==> config.mk <==
export PLATFORM = sky130hd
export DESIGN_NAME = psimd_issue_ctrl
export DESIGN_NICKNAME = d
export VERILOG_FILES = /design/src/rtl/psimd_pkg.sv /design/src/rtl/psimd_issue_ctrl.sv
export SDC_FILE = /design/constraint.sdc
export NUM_CORES = 1
export LEC_CHECK = 0
export ABC_AREA = 1
export CAP_MARGIN = 20
export CORE_AREA = 2 2 258 260
export DETAILED_ROUTE_END_ITERATION = 6
export DIE_AREA = 0 0 260 262
export PLACE_DENSITY = 0.59
export SYNTH_ARGS = -nofsm -noshare
export SYNTH_HDL_FRONTEND = slang
export SYNTH_SLANG_ARGS = --single-unit
==> constraint.sdc <==
create_clock -name clk_i -period 2.9 [get_ports clk_i]
set_input_delay 0.58 -clock clk_i [delete_from_list [all_inputs] [get_ports clk_i]]
set_output_delay 0.58 -clock clk_i [all_outputs]
set_load 0.05 [all_outputs]
==> src/rtl/psimd_pkg.sv <==
// Shared types and constants for the PSIMD DLFloat issue path.
//   psimd_op_e    : opcode encoding seen on in_op_i / lane_op_o
//   psimd_state_e : issue controller states
//   is_legal_op() : true for the five implemented opcodes
package psimd_pkg;

  localparam int unsigned LANES = 4;
  localparam int unsigned FP_W  = 16;
  localparam int unsigned INT_W = 32;

  typedef enum logic [3:0] {
    OpFadd = 4'h0,
    OpFmul = 4'h1,
    OpFma  = 4'h2,
    OpF2i  = 4'h3,
    OpI2f  = 4'h4
  } psimd_op_e;

  typedef enum logic [2:0] {
    StIdle  = 3'd0,
    StIssue = 3'd1,
    StWait  = 3'd2,
    StWb0   = 3'd3,
    StWb1   = 3'd4
  } psimd_state_e;

  function automatic logic is_legal_op(input logic [3:0] op);
    return op <= 4'(OpI2f);
  endfunction

endpackage

==> src/rtl/psimd_issue_ctrl.sv <==
// PSIMD issue controller: runs one DLFloat instruction at a time through the
// 4-lane datapath and returns the result as one or two register-file beats.
//
// Ports
//   clk_i, rst_i              : clock, synchronous active-high reset
//   in_valid_i / in_ready_o   : issue handshake (ready only when idle)
//   in_op_i, in_rd_i          : opcode and destination register
//   in_src1_i..in_src3_i      : source operands (src3 only used by FMA)
//   op_src1_o..op_src3_o      : captured operands to the lane splitter
//   lane_op_o, lane_start_o   : captured opcode, one-cycle start pulse
//   lane_done_i               : lane array completion pulse
//   res_f_i, res_i0_i, res_i1_i : packed FP result, packed int lanes 0-1 / 2-3
//   wb_valid_o / wb_ready_i   : writeback beat handshake
//   wb_rd_o, wb_data_o, wb_err_o : beat register, data, error flag
//   busy_o                    : high whenever not idle
module psimd_issue_ctrl
  import psimd_pkg::*;
#(
  parameter int unsigned REG_WIDTH   = 64,
  parameter int unsigned RD_W        = 5,
  parameter int unsigned TIMEOUT_CYC = 32
) (
  input  logic                 clk_i,
  input  logic                 rst_i,
  input  logic                 in_valid_i,
  output logic                 in_ready_o,
  input  logic [3:0]           in_op_i,
  input  logic [RD_W-1:0]      in_rd_i,
  input  logic [REG_WIDTH-1:0] in_src1_i,
  input  logic [REG_WIDTH-1:0] in_src2_i,
  input  logic [REG_WIDTH-1:0] in_src3_i,
  output logic [REG_WIDTH-1:0] op_src1_o,
  output logic [REG_WIDTH-1:0] op_src2_o,
  output logic [REG_WIDTH-1:0] op_src3_o,
  output logic [3:0]           lane_op_o,
  output logic                 lane_start_o,
  input  logic                 lane_done_i,
  input  logic [REG_WIDTH-1:0] res_f_i,
  input  logic [REG_WIDTH-1:0] res_i0_i,
  input  logic [REG_WIDTH-1:0] res_i1_i,
  output logic                 wb_valid_o,
  input  logic                 wb_ready_i,
  output logic [RD_W-1:0]      wb_rd_o,
  output logic [REG_WIDTH-1:0] wb_data_o,
  output logic                 wb_err_o,
  output logic                 busy_o
);

  localparam int unsigned CntW = (TIMEOUT_CYC > 1) ? $clog2(TIMEOUT_CYC) : 1;
  localparam logic [CntW-1:0] CntLast = CntW'(TIMEOUT_CYC - 1);

  psimd_state_e         state_q, state_d;
  logic [CntW-1:0]      cnt_q, cnt_d;
  logic [3:0]           op_q, op_d;
  logic [RD_W-1:0]      rd_q, rd_d;
  logic [REG_WIDTH-1:0] src1_q, src1_d;
  logic [REG_WIDTH-1:0] src2_q, src2_d;
  logic [REG_WIDTH-1:0] src3_q, src3_d;
  logic [REG_WIDTH-1:0] res_f_q, res_f_d;
  logic [REG_WIDTH-1:0] res_i0_q, res_i0_d;
  logic [REG_WIDTH-1:0] res_i1_q, res_i1_d;
  logic                 err_q, err_d;

  always_ff @(posedge clk_i) begin
    if (rst_i) begin
      state_q  <= StIdle;
      cnt_q    <= '0;
      op_q     <= '0;
      rd_q     <= '0;
      src1_q   <= '0;
      src2_q   <= '0;
      src3_q   <= '0;
      res_f_q  <= '0;
      res_i0_q <= '0;
      res_i1_q <= '0;
      err_q    <= 1'b0;
    end else begin
      state_q  <= state_d;
      cnt_q    <= cnt_d;
      op_q     <= op_d;
      rd_q     <= rd_d;
      src1_q   <= src1_d;
      src2_q   <= src2_d;
      src3_q   <= src3_d;
      res_f_q  <= res_f_d;
      res_i0_q <= res_i0_d;
      res_i1_q <= res_i1_d;
      err_q    <= err_d;
    end
  end

  // Next-state logic. Operands and opcode only change on an accepted request,
  // so they stay stable for the whole instruction.
  always_comb begin
    state_d  = state_q;
    cnt_d    = cnt_q;
    op_d     = op_q;
    rd_d     = rd_q;
    src1_d   = src1_q;
    src2_d   = src2_q;
    src3_d   = src3_q;
    res_f_d  = res_f_q;
    res_i0_d = res_i0_q;
    res_i1_d = res_i1_q;
    err_d    = err_q;

    unique case (state_q)
      StIdle: begin
        if (in_valid_i) begin
          op_d   = in_op_i;
          rd_d   = in_rd_i;
          src1_d = in_src1_i;
          src2_d = in_src2_i;
          src3_d = in_src3_i;
          if (is_legal_op(in_op_i)) begin
            err_d   = 1'b0;
            state_d = StIssue;
          end else begin
            // Illegal opcode never reaches the lanes.
            err_d   = 1'b1;
            state_d = StWb0;
          end
        end
      end
      StIssue: begin
        cnt_d   = '0;
        state_d = StWait;
      end
      StWait: begin
        cnt_d = cnt_q + CntW'(1);
        // A completion on the final allowed cycle still counts as success.
        if (lane_done_i) begin
          res_f_d  = res_f_i;
          res_i0_d = res_i0_i;
          res_i1_d = res_i1_i;
          state_d  = StWb0;
        end else if (cnt_q == CntLast) begin
          err_d   = 1'b1;
          state_d = StWb0;
        end
      end
      StWb0: begin
        if (wb_ready_i) begin
          if ((op_q == 4'(OpF2i)) && !err_q) begin
            state_d = StWb1;
          end else begin
            state_d = StIdle;
          end
        end
      end
      StWb1: begin
        if (wb_ready_i) begin
          state_d = StIdle;
        end
      end
      default: state_d = StIdle;
    endcase
  end

  // Outputs decoded from registered state only.
  always_comb begin
    in_ready_o   = (state_q == StIdle);
    busy_o       = (state_q != StIdle);
    lane_start_o = (state_q == StIssue);
    wb_valid_o   = 1'b0;
    wb_rd_o      = '0;
    wb_data_o    = '0;
    wb_err_o     = 1'b0;

    unique case (state_q)
      StWb0: begin
        wb_valid_o = 1'b1;
        wb_rd_o    = rd_q;
        wb_err_o   = err_q;
        if (!err_q) begin
          wb_data_o = (op_q == 4'(OpF2i)) ? res_i0_q : res_f_q;
        end
      end
      StWb1: begin
        wb_valid_o = 1'b1;
        // Second half of an F2I result goes to the next register, wrapping.
        wb_rd_o    = rd_q + RD_W'(1);
        wb_data_o  = res_i1_q;
      end
      default: ;
    endcase
  end

  assign op_src1_o = src1_q;
  assign op_src2_o = src2_q;
  assign op_src3_o = src3_q;
  assign lane_op_o = op_q;

endmodule

==> key figures, run 1 <==
Placement
  – IO Port Bufs: roughly 670
  – Final GP Congestion: approximately 0.91
  – Post-DP HPWL: between 40 and 50 mm
  – Dpl ws: around 470 ps

Critical path
  – WS Path Type: reg -> out
  – Buf+Inv Stages, Crit Path: 3
  – Reg2reg end: res_i1_q[11]
  – Max FO, Critical Path: 11
  – Critical path data required time: roughly 2300 ps
  – Crit-path max cell delay: around 400 ps
  – Top cell by count, worst path: buf_12
  – Max stage delay cell, worst path: dfxtp_1
  – CP delay by family, top: buffers and inverters
  – Reg2Reg Depth: 7
  – Crit end category: primary output
  – Worst Path Arrival: around 2200 ps
  – Cell Chain, Critical Path: nand4_1, buf_12, buf_4, nand2_1, o211ai_1, o21ai_0, buf_12
  – Critical Path Start Type: flip-flop
  – R2R Setup Slk: approximately 900 ps
  – R2r startpoint: state_q[2]

Power and ir drop
  – Static leakage: a little over 9 nW
  – Worst vdd ir: approximately 0.55 mV
  – Power Density: around 850 nW/um^2

Drt
  – DR pass1 iterations: 4
  – Initial DRC count: approximately 920
  – WL/cell: approximately 19 um
  – Final wirelength: 66.5 mm
  – Via count: approximately 16,000
  – Post-DR vias/cell: around 4.5
  – DRC violations left: 0
  – Antenna viol nets, final: 0

Floorplan
  – Die width: 260 um
  – Cell Rows: 94
  – Die area: 68,100 um^2
  – I/O pin count: 668
  – Die Ht: 262 um
  – Core area: 65,300 um^2
  – Initial Utilization: 23.7%

STA
  – Setup ws final: about 89 ps
  – Slew margin rel.: between 30% and 40%
  – Max Clock Freq: ~360 MHz
  – Worst-margin pin slew: roughly 1000 ps
  – Max Clock Skew: about 17 ps
  – Slew Limit Fails: 0
  – Setup Viol. Count Final: 0
  – Worst hold slack: between 400 and 500 ps
  – Setup TNS: 0 ps
  – Hold Violations, Final: 0
  – Fin crit period: ~2800 ps
  – Period utilization: a little over nine tenths

Global routing
  – Total GRT Usage: ~18%
  – First-pass GRT wire length: slightly above 90 mm
  – GR Overflow Total: 0
  – Vias in the first global route: 14,900
  – Pin count of the biggest net entering global routing: 150
  – Antenna violations before repair: 7

Synth
  – Synth unique cells: 23
  – Post-Syn Instances: just over 2,000
  – Synth warn: 0
  – Top post-synthesis cells by area: dfxtp_1 52%, nand2_1 13%, a21oi_1 13%
  – Post-synth EDFFs: 0
  – Synth cell count leaders: 544 x nand2_1, 402 x a21oi_1, 402 x dfxtp_1, 170 x o21ai_0, 152 x inv_1
  – Most common cell in the netlist: nand2_1
  – Asr flop ratio synth: 0%
  – Synth top area share: about 52%
  – Post-synth top flop: dfxtp_1
  – Syn_area_per_cell: approximately 7.6 um^2
  – Sequential cell area fraction in the yosys report: 51.9%
  – Yosys reg bits: ~400
  – Mapped Nets: ~2,400
  – Biggest area consumer among synthesized cells: dfxtp_1
  – Mapped cell area: between 15,000 and 20,000 um^2

Finish
  – Area Growth Syn to Fin: 62.8%
  – Util after Layout: between 30% and 40%
  – Filler cells: around 6,700
  – Layout cell share with drive strength beyond 1: under 10%
  – Final nets: 3,025

Hold path
  – Hold WC Path Type: reg -> reg
  – WHS Endpoint: res_i1_q[2]
  – Hold-critical path depth: 2
  – Min-Delay Startpoint: res_i1_q[2]

Clocking
  – Clk_lat worst skew: approximately 570 ps
  – Root Driver: clkbuf_16
  – Clk slew on worst S/H paths: about 60 ps
  – Total CTS buffers: 46
  – Clk sinks: between 400 and 500
  – Max clock buf depth: 3
  – CTS tree: yes
  – Number of hold buffers added after cts: 0
  – # H-tree levels: 2

Run status
  – Status: finished, final reports clean

Job
  – Max-Cap Viols: 0
[worst max path at each step]
stage,startpoint,endpoint,slack [ps],cells after the start
5_1_grt,lane_op_o[1],wb_data_o[52],-7,6
6_report,lane_op_o[0],wb_data_o[17],90,7
4_1_cts,lane_op_o[2],wb_data_o[28],8,8
3_5_place_dp,state_q[1],wb_data_o[21],470,6
3_3_place_gp,state_q[1],wb_data_o[42],530,6
2_1_floorplan,lane_op_o[2],wb_data_o[25],240,7
[flip-flops by register name, summed over array words and instances (netlist names)]
| name | count |
|---|---|
| err_q | 1 |
| cnt_q | 5 |
| res_i0_q | 64 |
| lane_op_o | 4 |
| rd_q | 5 |
| state_q | 3 |
| res_i1_q | 64 |
| op_src1_o | 64 |
| res_f_q | 64 |
| op_src2_o | 64 |
| op_src3_o | 64 |
[cell usage in the layout, fill, tap and decap left out, types with 3 or more instances in the layout]
cell type / instances
a21oi_1: 402
buf_12: 84
buf_4: 18
clkbuf_1: 16
clkbuf_16: 51
clkbuf_8: 9
clkdlybuf4s50_1: 596
clkinv_2: 6
dfxtp_1: 400
diode_2: 3
ha_1: 3
inv_1: 151
nand2_1: 544
nand3_1: 71
nor2_1: 7
nor2_4: 3
o211ai_1: 64
o21ai_0: 159
o21ai_1: 46
o22ai_1: 3
[worst min-delay path: cells and delay by family (launching register included)]
kind            cells  cell delay [ps]
compound gates      1               50
flops               1              290
buf+inv             1               50
[repair_timing]
action | 4_1_cts | 5_1_grt
cloned | 0 | 5
endpoints found under the setup margin | 66 | 48
endpoints found under the hold margin | 0 | 0
resized for setup | 4 | 16
setup buffers | 0 | 3
pin swaps | 0 | 1
[cell type report]
| cell class | instances | area (um^2) | area share [%] |
|---|---|---|---|
| timing repair buffer | 707 | 7950 | 31.5 |
| clock inverter | 8 | 47.5 | 0.188 |
| multi-input combinational | 1312 | 6140 | 24.3 |
| tap | 864 | 1080 | 4.28 |
| inverter | 155 | 589 | 2.34 |
| clock buffer | 72 | 1360 | 5.39 |
| sequential | 402 | 8050 | 31.9 |
| antenna | 3 | 7.51 | 0.0298 |
[logic make-up (layout without fill, tap and decap cells)]
group           count (synthesis)  count (layout)  synth area share, %
simple gates                  632             632                 16.1
flops                         402             402                 51.9
other cells                     0               3                    0
compound gates                675             675                 22.9
buf+inv                       320             942                 8.76
xor+xnor                        2               2                0.113
fa+ha+maj                       3               3                0.242
[per-stage QoR]
| step | cells | total power, mW | instance area [um^2] |
|---|---|---|---|
| floorplan | 2034 | 12.5 | 15500 |
| global placement | 3432 | 15.9 | 23600 |
| detailed placement | 3432 | 15.9 | 23600 |
| CTS | 3512 | 21.5 | 25100 |
| global route | 3522 | 22.5 | 25200 |
| finish | 3523 | 21.4 | 25200 |
[report_power, final]
part,switching [mW],internal [mW],leakage [nW],total [mW]
clock,2.34,3.20,0.695,5.54
combinational,5.76,2.91,5.27,8.67
sequential,0.524,6.66,3.28,7.18
[per-layer routing]
layer / part of all wire [%] / GRT usage [%]
met4: 5.7 / 9.74
met5: 0.092 / 0
met3: 9.4 / 6.53
met2: 48 / 30.1
met1: 37 / 19.8
Power figures use the tool's default switching activity.
==> inputs of run 2 (changes only) <==
--- a/config.mk
+++ b/config.mk
@@ -7,10 +7,10 @@
 export LEC_CHECK = 0
 export ABC_AREA = 1
 export CAP_MARGIN = 20
-export CORE_AREA = 2 2 258 260
+export CORE_AREA = 2 2 260 262
 export DETAILED_ROUTE_END_ITERATION = 6
-export DIE_AREA = 0 0 260 262
-export PLACE_DENSITY = 0.59
+export DIE_AREA = 0 0 262 264
+export PLACE_DENSITY = 0.58
 export SYNTH_ARGS = -nofsm -noshare
 export SYNTH_HDL_FRONTEND = slang
 export SYNTH_SLANG_ARGS = --single-unit
==> run 2 against run 1 <==
Die area rose by 1.5%; critical path depth rose by 1; register-to-register slack barely moved; non-clock buffer count did not move; fmax rose by 2.0%; combinational power fell by 2%; flip-flop and latch count did not move; via count fell by 1.1%; wire length fell by 4.6%; cell area fell by 0.35%; hold slack improved by 2.3 ps; highest routed layer unchanged; cell count rose by 0.14%.
==> key figures, run 2 (same netlist as run 1, synthesis figures left out) <==
Clocking
  – Clk slew on worst S/H paths: around 60 ps
  – CTS tree: yes
  – Clk_lat worst skew: 560 ps
  – Total CTS buffers: between 40 and 50
  – # H-tree levels: 2
  – Max clock buf depth: 3
  – Clk sinks: approximately 400
  – Number of hold buffers added after cts: 0
  – Root Driver: clkbuf_16

Critical path
  – R2r startpoint: state_q[2]
  – Critical Path Start Type: flip-flop
  – R2R Setup Slk: roughly 900 ps
  – CP startpoint: state_q[2]
  – Reg2reg end: res_i0_q[47]
  – Crit end category: primary output
  – Max FO, Critical Path: 32
  – WS Path Type: reg -> out
  – Critical path data required time: approximately 2300 ps
  – Reg2Reg Depth: 6
  – Worst Path Arrival: 2180 ps
  – CP endpoint: wb_data_o[27]

Drt
  – WL/cell: 18.0 um
  – Initial DRC count: 759
  – Post-DR vias/cell: between 4 and 5
  – DRC violations left: 0
  – Via count: roughly 16,000
  – Final wirelength: approximately 63 mm
  – DR pass1 iterations: 7
  – Antenna viol nets, final: 0

Finish
  – Layout cell share with drive strength beyond 1: under 10%
  – Area Growth Syn to Fin: 62.3%
  – Filler cells: between 6,000 and 7,000
  – Commonest non-fill, non-tap cell in the layout: clkdlybuf4s50_1
  – Most frequent cells in the layout: 595 x clkdlybuf4s50_1, 544 x nand2_1, 402 x a21oi_1
  – Util after Layout: between 30% and 40%
  – Final non-filler cell total: roughly 3,500
  – Final nets: between 3,000 and 4,000

Placement
  – Dpl ws: 469 ps
  – Final GP Congestion: roughly 0.94
  – IO Port Bufs: about 670
  – Placed Instances: ~3,400
  – Post-DP HPWL: approximately 46 mm

Floorplan
  – Die area: about 69,000 um^2
  – I/O pin count: approximately 670
  – Initial Utilization: 23.3%
  – Die Ht: between 200 and 300 um
  – Cell Rows: between 90 and 100
  – Core area: roughly 67,000 um^2
  – Die width: 262 um

STA
  – Period utilization: between 90 and 100%
  – Setup Viol. Count Final: 0
  – Max Clock Freq: 363 MHz
  – RSZ-0062 raised after global routing: false
  – Setup ws final: between 100 and 150 ps
  – Slew Limit Fails: 0
  – Hold Violations, Final: 0
  – Max Clock Skew: 17.5 ps
  – Slew margin rel.: between 40% and 50%
  – Setup TNS: 0 ps
  – Worst-margin pin slew: 869 ps
  – Fin crit period: between 2000 and 3000 ps

Power and ir drop
  – Static leakage: 9.22 nW
  – Power Density: 851 nW/um^2
  – Worst vdd ir: 0.594 mV
  – Power consumption: approximately 21 mW

Global routing
  – Vias in the first global route: around 15,000
  – First-pass GRT wire length: 93.2 mm
  – Antenna violations before repair: 4
  – GR Overflow Total: 0
  – Total GRT Usage: roughly 17%
  – Pin count of the biggest net entering global routing: ~140

Hold path
  – Hold WC Path Type: reg -> reg

Job
  – Max-Cap Viols: 0

Run status
  – Status: finished, final reports clean
-- run 2: worst max-delay path, cell delays in order (launching register included) --
cell      delay (ps)
dfxtp_1          370
inv_2            100
nand3_4          120
nor2_4           170
buf_4            140
buf_12           180
o211ai_1         140
o21ai_0          160
buf_12           180
-- run 2: power breakdown --
part,total (mW),leakage [nW],switching [mW],internal [mW]
registers,7.17,3.28,0.517,6.66
logic,8.48,5.22,5.68,2.80
clock network,5.74,0.721,2.34,3.40
total,21.4,9.22,8.54,12.9
-- run 2: metal layers --
metal / track usage, % / wire, um / up-vias
met3: 5.58 / 5650 / 104
met4: 6.79 / 2540 / 2
li1: - / - / 7874
met5: 0 / 13 / -
met1: 20.4 / 25300 / 7187
met2: 29.3 / 29900 / 559
-- run 2: final cells by class --
cell class	instances	area [um^2]	share of cell area [%]
well taps	873	1090	4.34
clock inverters	13	150	0.597
clock buffers	65	1310	5.23
flip-flops and latches	402	8050	32.0
repair buffers	707	7790	31.0
inverters	155	588	2.34
diodes	1	2.50	0.00995
multi-input cells	1312	6150	24.5
-- run 2: how the worst min path moves through the flow --
stage	endpoint	slack, ps	start	cells past startpoint
6_report	res_i1_q[49]	450	res_i1_q[49]	2
5_1_grt	res_f_q[8]	460	res_f_q[8]	2
4_1_cts	res_i1_q[25]	450	res_i1_q[25]	2
3_5_place_dp	res_i1_q[49]	440	res_i1_q[49]	2
3_3_place_gp	res_i1_q[55]	440	res_i1_q[55]	2
2_1_floorplan	res_i1_q[0]	420	res_i1_q[0]	2
-- run 2: what timing repair did --
item,CTS,global route
setup endpoints to repair,66,65
resized for setup,3,17
buffers inserted,2,1
pin swaps,1,1
gates cloned,1,1
-- run 2: stage by stage --
step / area, um^2 / hold WS, ps
floorplan: 15500 / 425
global placement: 23600 / 437
detailed placement: 23600 / 441
CTS: 25100 / 449
global route: 25100 / 464
finish: 25100 / 448
